`config.mk`:
```
export PLATFORM = sky130hd
export DESIGN_NAME = data_memory
export DESIGN_NICKNAME = d
export VERILOG_FILES = /design/src/rtl/data_memory.sv
export SDC_FILE = /design/constraint.sdc
export NUM_CORES = 2
export LEC_CHECK = 0
export ABC_AREA = 1
export CELL_PAD_IN_SITES_DETAIL_PLACEMENT = 0
export CELL_PAD_IN_SITES_GLOBAL_PLACEMENT = 1
export CORE_UTILIZATION = 35
export DETAILED_ROUTE_END_ITERATION = 16
export PLACE_DENSITY_LB_ADDON = 0.1
export SLEW_MARGIN = 30
export SYNTH_ARGS = -nofsm -noshare
export SYNTH_HDL_FRONTEND = slang
export SYNTH_SLANG_ARGS = --single-unit
```
`constraint.sdc`:
```
create_clock -name clk -period 118.1 [get_ports clk]
set_input_delay 11.81 -clock clk [delete_from_list [all_inputs] [get_ports clk]]
set_output_delay 11.81 -clock clk [all_outputs]
set_load 0.02 [all_outputs]
```
`src/rtl/data_memory.sv`:
```
// 256 x 8 single-port data memory: combinational read gated by ReadMem,
// synchronous write, and an asynchronous reset that clears every word.
module data_memory #(
    parameter int W = 8,
    parameter int A = 8
) (
    input  logic         clk,
    input  logic         reset,
    input  logic         ReadMem,
    input  logic         WriteMem,
    input  logic [A-1:0] DataAddress,
    input  logic [W-1:0] DataIn,
    output logic [W-1:0] DataOut
);

    localparam int DEPTH = 2 ** A;

    // Kept under this exact name so benches can preload and inspect it hierarchically.
    logic [W-1:0] mem_core [0:DEPTH-1];

    // NOTE: the whole array is cleared by the asynchronous reset, which rules out
    // mapping onto block RAM; that is accepted so the contents are known after reset.
    // Sequential state uses non-blocking assignments so every reader sees pre-edge values.
    always_ff @(posedge clk or posedge reset) begin
        if (reset) begin
            for (int i = 0; i < DEPTH; i++) begin
                mem_core[i] <= '0;
            end
        end else if (WriteMem) begin
            // An X/Z address makes this a no-op in simulation, so no other word is touched.
            mem_core[DataAddress] <= DataIn;
        end
    end

    // Purely combinational read: backdoor writes and same-cycle writes show up immediately.
    assign DataOut = (ReadMem && !reset) ? mem_core[DataAddress] : '0;

endmodule

```
==> impl_metrics.env <==
export IMPL_status="complete, no violations"
export IMPL_final_nets=12400
export IMPL_critical_path_required_ns=106.29
export IMPL_async_flop_share_pct=100
export IMPL_ys_seq_area_share_pct=53.9
export IMPL_drt_total_wl_um=354000
export IMPL_tightest_slew_ns=1.18
export IMPL_synthCells=12900
export IMPL_synthDominantCellAreaShare_pct=53.9
export IMPL_drv_slew=0
export IMPL_antenna_found_initial=13
export IMPL_overflow=0
export IMPL_place_ws_ns=88.76
export IMPL_grt_first_pass_wirelength_um=536000
export IMPL_largest_registers="mem_core: 2048 flops"
export IMPL_routedWlPerCell_um=21.9
export IMPL_whs_ns=0.480
export IMPL_cts_resized=0
export IMPL_place_gp_congestion=0.835
export IMPL_drt_vias_per_instance=5.08
export IMPL_grt_setup_unrepaired="no"
export IMPL_dieArea_um2=274000
export IMPL_reg2reg_from="mem_core[673]"
export IMPL_fin_skew_ns=0
export IMPL_hold_path_class="flop to flop"
export IMPL_rrSetupSlack_ns=117.32
export IMPL_ys_top_cells_by_area="dfrtp_1, nand2_1, o21ai_0"
export IMPL_layoutNonFillerInstCount=16100
export IMPL_grt_usage_pct=25.9
export IMPL_ys_seq_elements=2048
export IMPL_fin_area_um2=106000
export IMPL_cts_buffer_depth=4
export IMPL_root_buffer="clkbuf_16"
export IMPL_path_clk_slew_ns=0.05
export IMPL_die_h_um=523
export IMPL_dp_cells=15700
export IMPL_yosysUniqueCellTypes=18
export IMPL_yosysMostFrequentCell="nand2_1"
export IMPL_grt_max_degree=154
export IMPL_netlist_top_cell_by_area="dfrtp_1"
export IMPL_io_pin_count=28
export IMPL_drt_iter0_drc=7217
export IMPL_layout_setup_ws_ns=88.77
export IMPL_max_slew_margin_pct=21.4
export IMPL_io_buffers=27
export IMPL_htreeDepth=4
export IMPL_post_cts_buffers=0
export IMPL_synth_net_count=12900
export IMPL_cts_tree="yes"
export IMPL_synth_common_cells="nand2_1, dfrtp_1, o21ai_0"
export IMPL_grt_pass1_vias=79900
export IMPL_fin_setup_tns_ns=0
export IMPL_num_rows=191
export IMPL_largest_reg_flops=2048
export IMPL_period_minus_slack_ns=29.33
export IMPL_dp_hpwl_um=207000
export IMPL_cp_end_kind="output pin"
export IMPL_final_antenna_net_count=0
export IMPL_maxCapViolCount=0
export IMPL_startpoint="DataAddress[0]"
export IMPL_drive_gt1_share_pct=4.60
export IMPL_max_freq_mhz=34.1
export IMPL_setup_worst_path_start_class="input pin"
export IMPL_power_leakage_uw=0.0524
export IMPL_cts_hold_buf=0
export IMPL_min_period_over_period_pct=24.8
export IMPL_cts_buffers=246
export IMPL_vias=81900
export IMPL_synth_edf_count=0
export IMPL_cts_sinks=2048
export IMPL_ir_drop_mv=0.0116
export IMPL_min_from="mem_core[389]"
export IMPL_clk_latency_ns=0.92
export IMPL_die_w_um=523
export IMPL_setup_viol=0
export IMPL_synth_ff_type="dfrtp_1"
export IMPL_drc_errors=0
export IMPL_dr_pass1_iters=6
export IMPL_critPathArrivalTime_ns=17.52
export IMPL_crit_fanout=80
export IMPL_place_area_um2=97700
export IMPL_area_growth_pct=11.1
export IMPL_ys_warn_count=0
export IMPL_avgSynthCellArea_um2=7.40
export IMPL_powerDensity_nw_per_um2=15.6
export IMPL_nFillCells=28500
export IMPL_crit_type="input pin to output pin"
export IMPL_top_register="mem_core"
export IMPL_hold_viol=0
export IMPL_netlist_area_um2=95100
export IMPL_start_util_pct=35.2
export IMPL_coreArea_um2=271000
[metrics by stage]
step | total power (µW) | utilization, %
finish | 1640 | 39.1
global route | 1710 | 39.1
CTS | 1660 | 39.0
detailed placement | 901 | 36.1
global placement | 899 | 36.1
floorplan | 851 | -
[placed cells by master (no fill, tap or decap), types with 56 or more instances in the layout]
cell type	n
buf_4	111
nand3_1	160
a21oi_1	56
clkbuf_1	59
dfrtp_1	2048
clkbuf_8	64
nand2_1	7125
o21ai_0	2048
clkbuf_16	248
nor2_1	412
[worst max-delay path, cell delays in order]
cell and delay, ns:
buf_8 0.36, buf_4 0.62, buf_4 0.77, buf_4 0.83
buf_4 0.85, nand2_1 0.10, nand2_1 0.10, nand2_1 0.06
nand3_1 0.11, nand2_1 0.05, nand2_1 0.11, nor2_1 0.04
nor2_1 0.09, nor2_1 0.07, nand2_1 0.12, nand2_1 0.13
nand2_1 0.23, nor2_1 0.11, nor2_1 0.11, clkdlybuf4s50_1 0.61
[worst paths after layout]
kind,cells after the start,end
max,20,DataOut[4]
min,2,mem_core[389]
max reg2reg,2,mem_core[673]
min reg2reg,2,mem_core[389]
max in group asynchronous,7,mem_core[1758]
min in group asynchronous,2,mem_core[149]
[where the power goes]
group	switching, µW	internal (µW)
clock	311	446
sequential	18.3	736
combinational	102	31.2
[cells by family (layout without fill, tap and decap cells)]
kind of cell	after synthesis	after routing	synth area share, %
simple gates	7737	7737	30.9
compound gates	2104	2104	11.1
buf+inv	971	674	4.10
other cells	0	5	0
flops	2048	2048	53.9
[layout make-up]
type / count / area, µm² / share of cell area, %
Sequential cell: 2048 / 51200 / 48.5
Inverter: 75 / 374 / 0.354
Clock buffer: 371 / 7310 / 6.91
Multi-Input combinational cell: 9841 / 40100 / 37.9
Clock inverter: 63 / 627 / 0.593
Timing Repair Buffer: 165 / 1580 / 1.50
Tap cell: 3570 / 4470 / 4.23
Antenna cell: 5 / 12.5 / 0.0118
[routing by layer]
| layer | share of wire, % | vias up | global-route usage [%] |
|---|---|---|---|
| li1 | - | 39400 | - |
| met1 | 47 | 40200 | 36.6 |
| met2 | 45 | 1943 | 41.4 |
| met3 | 4.8 | 447 | 3.20 |
| met4 | 3.1 | 2 | 7.65 |
| met5 | 0.0037 | - | 0 |
(Power assumes the default switching activity.)
